==> config.mk <==
export PLATFORM = sky130hd
export DESIGN_NAME = beat_sequencer
export DESIGN_NICKNAME = d
export VERILOG_FILES = /design/src/rtl/beat_sequencer.sv
export SDC_FILE = /design/constraint.sdc
export NUM_CORES = 1
export LEC_CHECK = 0
export ABC_AREA = 1
export CAP_MARGIN = 20
export CORE_UTILIZATION = 50
export DETAILED_ROUTE_END_ITERATION = 8
export DONT_BUFFER_PORTS = 1
export SETUP_SLACK_MARGIN = 0.5
export SYNTH_ARGS = -nofsm -noshare
export SYNTH_HDL_FRONTEND = slang
export SYNTH_SLANG_ARGS = --single-unit
==> constraint.sdc <==
create_clock -name w_CLK -period 4.13 [get_ports w_CLK]
set_input_delay 0.6195 -clock w_CLK [delete_from_list [all_inputs] [get_ports w_CLK]]
set_output_delay 0.6195 -clock w_CLK [all_outputs]
set_load 0.01 [all_outputs]
==> src/rtl/beat_sequencer.sv <==
// ---------------------------------------------------------------------------
// beat_sequencer
//   Control-tube sequencer. Holds the control instruction counter (CI) and
//   the present instruction (PI) and steps the scan/action beat cycle
//   S1 A1 S2 A2 S3 A3 S4 A4, four phases per beat (32 cycles/instruction).
//   All outputs are combinational decodes of the registered state/CI/PI.
//
// Ports
//   w_CLK, w_RST      clock, asynchronous active-high reset
//   w_RUN             start request (rising edge starts / resumes)
//   b_MS_DATA         store read data (bit 0 = LSB)
//   b_A_VALUE         accumulator contents, MSB is the sign
//   ms_ready_out/in   store read / write strobes
//   a_ready_out/in    accumulator compute / write strobes
//   w_HS, w_ACTION    scan / action beat in progress
//   b_MS_ADDR         store address
//   b_MS_ZERO         store clear mask
//   w_A_ZERO          force accumulator read path to zero
//   b_FST_OUT         PI function field
//   w_STOP            machine halted
// ---------------------------------------------------------------------------
module beat_sequencer #(
  parameter int LINE_LENGTH         = 40,
  parameter int INSTR_ADDR_BITS     = 10,
  parameter int INSTR_FUNCTION_BITS = 6,
  parameter logic [INSTR_FUNCTION_BITS-1:0] INST_CMP = 6'b000101,
  parameter logic [INSTR_FUNCTION_BITS-1:0] INST_JMP = 6'b001101,
  parameter logic [INSTR_FUNCTION_BITS-1:0] INST_STA = 6'b010100,
  parameter logic [INSTR_FUNCTION_BITS-1:0] INST_HLT = 6'b111111,
  parameter logic [INSTR_FUNCTION_BITS-1:0] INST_ADD = 6'b101100,
  parameter logic [INSTR_FUNCTION_BITS-1:0] INST_SHR = 6'b111110,
  parameter logic [INSTR_FUNCTION_BITS-1:0] INST_LDA = 6'b100000
) (
  input  logic                           w_CLK,
  input  logic                           w_RST,
  input  logic                           w_RUN,
  input  logic [LINE_LENGTH-1:0]         b_MS_DATA,
  input  logic [LINE_LENGTH-1:0]         b_A_VALUE,
  output logic                           ms_ready_out,
  output logic                           ms_ready_in,
  output logic                           a_ready_out,
  output logic                           a_ready_in,
  output logic                           w_HS,
  output logic                           w_ACTION,
  output logic [INSTR_ADDR_BITS-1:0]     b_MS_ADDR,
  output logic [LINE_LENGTH-1:0]         b_MS_ZERO,
  output logic                           w_A_ZERO,
  output logic [INSTR_FUNCTION_BITS-1:0] b_FST_OUT,
  output logic                           w_STOP
);

  localparam int PI_BITS = INSTR_ADDR_BITS + INSTR_FUNCTION_BITS;

  // Scan beats sit on odd codes and action beats on even non-zero codes,
  // so scan/action decode is a single bit test.
  localparam logic [3:0] ST_IDLE = 4'd0;
  localparam logic [3:0] ST_S1   = 4'd1;
  localparam logic [3:0] ST_A1   = 4'd2;
  localparam logic [3:0] ST_S2   = 4'd3;
  localparam logic [3:0] ST_A2   = 4'd4;
  localparam logic [3:0] ST_S3   = 4'd5;
  localparam logic [3:0] ST_A3   = 4'd6;
  localparam logic [3:0] ST_S4   = 4'd7;
  localparam logic [3:0] ST_A4   = 4'd8;

  localparam logic [INSTR_ADDR_BITS-1:0] CI_ONE = {{(INSTR_ADDR_BITS-1){1'b0}}, 1'b1};

  logic [3:0]                 r_state;
  logic [1:0]                 r_phase;
  logic [INSTR_ADDR_BITS-1:0] r_ci;
  logic [PI_BITS-1:0]         r_pi;
  logic                       r_stop;
  logic                       r_run_d;

  logic                           w_run_edge;
  logic [INSTR_ADDR_BITS-1:0]     w_pi_addr;
  logic [INSTR_FUNCTION_BITS-1:0] w_pi_fn;
  logic w_is_cmp, w_is_jmp, w_is_sta, w_is_hlt, w_is_lda, w_is_acc;
  logic w_scan, w_action, w_a2, w_a3;
  logic w_p0, w_p1, w_p2, w_p3;
  logic w_unused_bits;

  assign w_run_edge = w_RUN & ~r_run_d;
  assign w_pi_addr  = r_pi[INSTR_ADDR_BITS-1:0];
  assign w_pi_fn    = r_pi[PI_BITS-1:INSTR_ADDR_BITS];

  assign w_is_cmp = (w_pi_fn == INST_CMP);
  assign w_is_jmp = (w_pi_fn == INST_JMP);
  assign w_is_sta = (w_pi_fn == INST_STA);
  assign w_is_hlt = (w_pi_fn == INST_HLT);
  assign w_is_lda = (w_pi_fn == INST_LDA);
  // ADD, SHR, LDA and every unlisted code share the accumulator sequence.
  assign w_is_acc = ~(w_is_cmp | w_is_jmp | w_is_sta | w_is_hlt);

  // Bits not consumed by the sequencer; ADD/SHR are decoded by exclusion.
  assign w_unused_bits = ^{b_MS_DATA[LINE_LENGTH-1:PI_BITS], b_A_VALUE[LINE_LENGTH-2:0],
                           (w_pi_fn == INST_ADD), (w_pi_fn == INST_SHR)};

  always_ff @(posedge w_CLK or posedge w_RST) begin
    if (w_RST) begin
      r_state <= ST_IDLE;
      r_phase <= 2'd0;
      r_ci    <= '0;
      r_pi    <= '0;
      r_stop  <= 1'b0;
      r_run_d <= 1'b0;
    end else begin
      r_run_d <= w_RUN;
      if (r_state == ST_IDLE) begin
        if (w_run_edge) begin
          r_state <= ST_S1;
          r_phase <= 2'd0;
          r_stop  <= 1'b0;
        end
      end else begin
        r_phase <= r_phase + 2'd1;
        if (r_phase == 2'd3) begin
          if ((r_state == ST_A3) && w_is_hlt) begin
            r_state <= ST_IDLE;
            r_stop  <= 1'b1;
          end else if (r_state == ST_A4) begin
            r_state <= ST_S1;
          end else begin
            r_state <= r_state + 4'd1;
          end
        end
        if ((r_state == ST_A1) && (r_phase == 2'd3))
          r_ci <= r_ci + CI_ONE;
        if ((r_state == ST_A2) && (r_phase == 2'd1))
          r_pi <= b_MS_DATA[PI_BITS-1:0];
        // JMP / CMP land here, before the next A1 increment.
        if ((r_state == ST_A3) && (r_phase == 2'd1)) begin
          if (w_is_jmp)
            r_ci <= b_MS_DATA[INSTR_ADDR_BITS-1:0];
          else if (w_is_cmp && b_A_VALUE[LINE_LENGTH-1])
            r_ci <= r_ci + CI_ONE;
        end
      end
    end
  end

  assign w_scan   = (r_state != ST_IDLE) &  r_state[0];
  assign w_action = (r_state != ST_IDLE) & ~r_state[0];
  assign w_a2     = (r_state == ST_A2);
  assign w_a3     = (r_state == ST_A3);
  assign w_p0     = (r_phase == 2'd0);
  assign w_p1     = (r_phase == 2'd1);
  assign w_p2     = (r_phase == 2'd2);
  assign w_p3     = (r_phase == 2'd3);

  assign w_HS         = w_scan;
  assign w_ACTION     = w_action;
  assign ms_ready_in  = (w_scan & w_p3) | (w_a3 & w_is_sta & w_p3);
  assign ms_ready_out = (w_a2 & w_p0) | (w_a3 & w_p0 & (w_is_acc | w_is_jmp));
  assign a_ready_out  = w_a3 & w_is_acc & w_p1;
  assign a_ready_in   = w_a3 & w_is_acc & w_p2;
  assign w_A_ZERO     = w_a3 & w_is_lda & w_p1;
  assign b_MS_ZERO    = (w_a3 & w_is_sta & w_p3) ? {LINE_LENGTH{1'b1}} : {LINE_LENGTH{1'b0}};
  assign b_MS_ADDR    = w_a3 ? w_pi_addr : r_ci;
  assign b_FST_OUT    = w_pi_fn;
  assign w_STOP       = r_stop;

endmodule

==> results.yml, run 1 <==
status:
  status: "finished, final reports clean"
clocking:
  insertion_delay_ns: 0.29
  cts.path.max_buffers: 2
  cts_inserted_buffers: 5
  clk_pin_slew_ns: 0.08
  cts_resized: 0
  cts_hold_buf: 0
  postCtsSetupBuffers: 0
  cts.sinks: 34
  clockRootBuffer: "clkbuf_8"
  h-tree-depth: 2
  tritoncts: "yes"
timing:
  fin_crit_ns: 3.42
  rsz0062_at_grt: "no"
  finalHoldViolations: 0
  tightest_slew_ns: 0.667
  relSlewSlack: 0.555
  timing.final.max_slew_violations: 0
  setup_viol: 0
  fin_crit_sh: 0.827
  tns_ns: 0
  clock_skew_ns: 0.00971
  fmaxAchievable_mhz: 293
worst_setup_path:
  crit_chain: "inv_1, ha_1, nand2_2, inv_1, nand2_1, nor2_4, buf_4, buf_16"
  cp-end-kind: "primary output"
  cp_max_fo: 24
  critical_path_required_ns: 3.51
  cp_data_arrival_time_ns: 2.80
  path_delay_family: "buffers and inverters"
  cp_slowest_cell: "inv_1"
  crit_buf_inv: 4
  crit_path_frequent_cell: "inv_1"
  start_kind: "flop"
  cpPeakStageDelay_ns: 0.51
  crit_type: "reg -> out"
synthesis:
  yosysTopAreaCell: "dfrtp_1"
  ys.warnings.count: 0
  netlist_top_cells_area: "dfrtp_1, buf_4, nand2_1"
  syn_inst: 412
  synth_top_area_share: 0.295
  synth_seq_area_share: 0.295
  yosys.cell_types.count: 32
  ys_ff_latch: 34
  syn_avg_cell_area_um2: 7.00
  synth_nets: 503
  syn_area_um2: 2880
pwr:
  swShare: 0.470
  intPower_w: 0.000839
  p_clk_frac: 0.160
  seqPwrFrac: 0.387
  p_comb_frac: 0.454
  ir_drop_v: 0.000315
  leakagePower_nw: 1.42
  power_switching_w: 0.000744
  power_density_nw_per_um2: 589
  power_w: 0.00158
routing:
  vias: 2289
  route.detailed.drc: 0
  ant_nets: 0
  firstDrtPassIters: 5
  via_per_inst: 5.24
  totalWireLength_mm: 6.13
  wl_per_cell_um: 14.0
  drtIter0Drc: 120
grt:
  antenna_found_initial: 0
  grt_use_total: 0.219
  first_global_vias: 2168
  grt_overflow: 0
  grt_pass1_wl_mm: 10.5
  grt_max_degree: 35
floorplanning:
  fp-row-count: 27
  io_pins: 147
  start_util: 0.520
  die_height_um: 77.9
  die-area_um2: 6070
  core_um2: 5540
  dieWidth_um: 77.9
flow_run:
  cap_violations: 0
min_path:
  hold_path_class: "in -> async"
placement:
  gp_congestion: 0.861
  placed_cell_area_um2: 2600
  dp_hpwl_mm: 4.32
  portBuffers: 0
layout:
  nNetsFinal: 457
  final_area_um2: 2690
  drive_gt1_frac: 0.123
  area_delta_synth_final_pct: -6.81
  final.fill_count: 577
  diodes: 0
  final_cell_mix: "nand2_1, inv_1, nand3_1"
  final_common_cell: "nand2_1"
## worst paths after layout
path / start / to / slack [ns] / cells after the start
worst max-delay path: r_state[0] / b_MS_ZERO[17] / 0.71 / 8
worst min-delay path: w_RST / r_ci[0] / 0.32 / 2
worst max register to register: r_state[0] / r_state[0] / 2.04 / 8
worst min register to register: r_pi[3] / r_pi[3] / 0.49 / 2
max in group asynchronous: w_RST / r_ci[2] / 3.49 / 2
min in group w_CLK: w_RUN / r_run_d / 0.36 / 0
## metrics by stage
step	std cells	setup WS [ns]	hold WS, ns	util
after global placement	431	1.08	0.469	0.470
after global routing	437	0.511	0.349	0.485
final	437	0.714	0.323	0.485
after detailed placement	431	1.08	0.473	0.470
after floorplan	412	0.768	0.453	-
after CTS	437	0.750	0.341	0.485
## metal layers
metal | global-route usage | vias to the layer above | share of wire
met5 | 0 | - | 0
met3 | 0.0424 | 6 | 0.066
met2 | 0.343 | 76 | 0.43
li1 | - | 1163 | -
met4 | 0.0593 | 0 | 0.011
met1 | 0.306 | 1044 | 0.50
## registers in the layout, summed over array words and instances (netlist names)
name and cells:
r_ci 10, w_STOP 1, r_run_d 1, r_state 4
r_phase 2, r_pi 16
## worst register-to-register path, delay by kind of cell, from the launching register on
kind                     cells  cell delay, ns
AO/OA/AOI/OAI                2            0.25
adder cells (fa/ha/maj)      1            0.27
buffers and inverters        3            0.33
flip-flops                   1            0.40
AND/OR/NAND/NOR              2            0.72
## area by class of cell
| class | count | area (µm²) | area share |
|---|---|---|---|
| Tap cell | 72 | 90.1 | 0.0335 |
| Multi-Input combinational cell | 264 | 1400 | 0.522 |
| Sequential cell | 34 | 851 | 0.317 |
| Timing Repair Buffer | 3 | 42.5 | 0.0158 |
| Clock buffer | 6 | 82.6 | 0.0307 |
| Inverter | 58 | 218 | 0.0810 |
## synth_stat cells
cell       number
nand2_2         5
clkbuf_1        2
nor2_2          1
or2_2           1
a21oi_2         4
nor4_1          1
nor2_4          4
o21ai_2         1
buf_2           1
a21oi_1         9
dfrtp_1        34
buf_4          49
xor2_1          1
o22ai_1         2
clkbuf_2        1
inv_1          54
a31oi_1         1
o21ai_0        28
xnor2_1         2
nand3_2         5
o21ai_1         3
buf_6           3
nor2_1         31
o2111ai_1       1
nand3_1        45
nand2_1        97
inv_2           4
o211ai_1        3
ha_1            8
mux2_2          9
nand4_1         1
xor2_2          1
## power by group through the flow
| stage | registers [W] | logic (W) | clock network, W |
|---|---|---|---|
| floorplan | 0.000565 | 0.000663 | 0 |
| global placement | 0.000613 | 0.000700 | 0 |
| detailed placement | 0.000616 | 0.000715 | 0 |
| CTS | 0.000611 | 0.000718 | 0.000256 |
| global route | 0.000636 | 0.000825 | 0.000270 |
| finish | 0.000612 | 0.000719 | 0.000253 |
## cells by family after synthesis
family                     count (synthesis)  share of synthesized area
AOI/OAI and AO/OA                         52                      0.102
xor gates and xnor gates                   4                     0.0148
adders and majority gates                  8                     0.0347
buffers and inverters                    114                      0.221
DFF                                       34                      0.295
muxes                                      9                     0.0352
and+or+nand+nor                          191                      0.297
(Power assumes the default switching activity.)
==> inputs of run 2 (changes only) <==
--- a/config.mk
+++ b/config.mk
@@ -5,11 +5,12 @@
 export SDC_FILE = /design/constraint.sdc
 export NUM_CORES = 1
 export LEC_CHECK = 0
-export ABC_AREA = 1
+export ABC_AREA = 0
 export CAP_MARGIN = 20
 export CORE_UTILIZATION = 50
 export DETAILED_ROUTE_END_ITERATION = 8
 export DONT_BUFFER_PORTS = 1
+export PLACE_DENSITY = 0.68
 export SETUP_SLACK_MARGIN = 0.5
 export SYNTH_ARGS = -nofsm -noshare
 export SYNTH_HDL_FRONTEND = slang
==> constraint.sdc (replaced) <==
create_clock -name w_CLK -period 2.87 [get_ports w_CLK]
set_input_delay 0.4305 -clock w_CLK [delete_from_list [all_inputs] [get_ports w_CLK]]
set_output_delay 0.4305 -clock w_CLK [all_outputs]
set_load 0.01 [all_outputs]
==> results.yml, run 2 <==
worst_setup_path:
  critical_path_required_ns: 2.44
  cp-end-kind: "primary output"
  crit_buf_inv: 2
  r2r_cells: 6
  crit_start: "r_state[0]"
  setup.worst_path.end: "b_MS_ZERO[0]"
  cpPeakStageDelay_ns: 0.39
  start_kind: "flop"
  path_delay_family: "simple AND/OR/NAND/NOR gates"
  cp.depth: 6
  cp_max_fo: 38
  ff2ff_setup_slack_ns: 0.71
  r2r_start: "r_phase[1]"
  timing.rr.end: "r_ci[6]"
  crit_chain: "inv_2, ha_4, nand3b_1, nor3_2, and2_4, buf_16"
  cp_slowest_cell: "dfrtp_1"
  cp_data_arrival_time_ns: 1.92
  crit_type: "reg -> out"
floorplanning:
  die-area_um2: 5600
  fp-row-count: 26
  dieWidth_um: 74.8
  start_util: 0.519
  die_height_um: 74.8
  io_pins: 147
  core_um2: 5110
clocking:
  tritoncts: "yes"
  clk_pin_slew_ns: 0.08
  insertion_delay_ns: 0.28
  cts.sinks: 34
  cts.path.max_buffers: 2
  clockRootBuffer: "clkbuf_8"
  cts_hold_buf: 0
  h-tree-depth: 2
  cts_inserted_buffers: 5
synthesis:
  yosysTopAreaCell: "dfrtp_1"
  yosys.cell_types.count: 50
  synth_top_area_share: 0.321
  netlist_top_cells_area: "dfrtp_1, buf_4, mux2_2"
  synth_top_cells_by_count: "buf_4, dfrtp_1, mux2_2, nand2_1, o21ai_0"
  synth_edf_count: 0
  yosys.cell_count.top_type: "buf_4"
  ys_ff_latch: 34
  syn_avg_cell_area_um2: 9.01
  syn_inst: 294
  synth_nets: 385
  synth_seq_area_share: 0.321
  synth_flop_cell: "dfrtp_1"
  async_flop_share: 1.00
  ys.warnings.count: 0
  syn_area_um2: 2650
grt:
  busiest_layer: "met2"
  grt_max_degree: 39
  use_met3: 0.0643
  first_global_vias: 1695
  grt_use_total: 0.193
  grt_overflow: 0
  grt_pass1_wl_mm: 8.03
  grtUsageMet1: 0.264
  grtUsageMet2: 0.285
  antenna_found_initial: 0
routing:
  drtIter0Drc: 143
  vias: 1892
  wl_per_cell_um: 16.3
  via_per_inst: 5.91
  totalWireLength_mm: 5.22
  firstDrtPassIters: 4
  route.detailed.drc: 0
  ant_nets: 0
layout:
  final_cell_mix: "dfrtp_1, mux2_2, nand2_1"
  drive_gt1_frac: 0.244
  area_delta_synth_final_pct: -4.58
  largest-register: "r_pi"
  nNetsFinal: 340
  final_common_cell: "dfrtp_1"
  largest_reg_flops: 16
  reg_top3: "r_pi: 16 flops, r_ci: 10 flops, r_state: 4 flops"
  diodes: 0
timing:
  fmaxAchievable_mhz: 426
  timing.final.max_slew_violations: 0
  setup_ws_ns: 0.520
  tns_ns: 0
  fin_crit_sh: 0.819
  finalHoldViolations: 0
  tightest_slew_ns: 0.511
  relSlewSlack: 0.657
  setup_viol: 0
  fin_crit_ns: 2.35
  clock_skew_ns: 0.00721
  rsz0062_at_grt: "yes"
flow_run:
  cap_violations: 0
min_path:
  hold_path_class: "in -> async"
pwr:
  leakagePower_nw: 0.983
  p_clk_frac: 0.160
  power_switching_w: 0.000980
  p_comb_frac: 0.409
  seqPwrFrac: 0.431
  ir_drop_v: 0.000478
  intPower_w: 0.00133
  swShare: 0.423
  power_density_nw_per_um2: 915
placement:
  gp_congestion: 0.797
  place_worst_setup_slack_ns: 0.551
  dp_hpwl_mm: 3.64
  portBuffers: 0
status:
  status: "finished, final reports clean"
-- run 2: cell types whose count changed after synthesis, sizes merged, moves of 13 or more --
cell   delta
nand2    -82
nor2     -19
inv      -51
mux2     +17
nand3    -35
o21ai    -13
-- run 2: how the worst min path moves through the flow --
stage / endpoint / cells past startpoint / slack, ns
after detailed placement: r_pi[13] / 2 / 0.45
after floorplan: r_run_d / 0 / 0.46
final: r_pi[2] / 2 / 0.12
after global placement: r_pi[13] / 2 / 0.45
after CTS: r_pi[14] / 2 / 0.14
after global routing: r_run_d / 0 / 0.16
-- run 2: area by class of cell --
class,count,area (µm²)
Fill cell,509,2580
Tap cell,70,87.6
Inverter,7,26.3
Clock inverter,1,5.00
Timing Repair Buffer,9,87.6
Multi-Input combinational cell,192,1380
Clock buffer,7,86.3
Sequential cell,34,855
-- run 2: per-stage QoR --
| stage | hold slack, ns | util | std cells | area (µm²) | total power [W] |
|---|---|---|---|---|---|
| 3_3_place_gp | 0.445 | 0.462 | 308 | 2360 | 0.00185 |
| 3_5_place_dp | 0.450 | 0.462 | 308 | 2360 | 0.00189 |
| 5_1_grt | 0.157 | 0.495 | 320 | 2530 | 0.00251 |
| 6_report | 0.125 | 0.495 | 320 | 2530 | 0.00231 |
| 2_1_floorplan | 0.462 | - | 294 | 2650 | 0.00179 |
| 4_1_cts | 0.140 | 0.488 | 318 | 2490 | 0.00229 |
-- run 2: what timing repair did --
action,in CTS,in global routing
pin swaps,1,1
setup buffers,2,2
setup endpoints to repair,41,41
gates resized for setup,8,4
-- run 2: layer usage --
metal	vias to the layer above	wire, µm
met4	0	59
li1	907	-
met5	-	0
met3	6	406
met1	898	2510
met2	81	2240
-- run 2: cells by family after synthesis --
logic type | after synthesis | share of synthesized area
DFF | 34 | 0.321
adders and majority gates | 8 | 0.0378
and+or+nand+nor | 89 | 0.176
buffers and inverters | 68 | 0.173
muxes | 28 | 0.118
AOI/OAI and AO/OA | 63 | 0.161
xor gates and xnor gates | 4 | 0.0132
-- run 2: power groups by stage --
stage          combinational [W]  clock [W]  sequential (W)
6_report                0.000947   0.000370        0.000998
4_1_cts                 0.000925   0.000383        0.000983
3_3_place_gp            0.000873          0        0.000981
2_1_floorplan           0.000946          0        0.000845
3_5_place_dp            0.000899          0        0.000989
5_1_grt                  0.00107   0.000401         0.00105
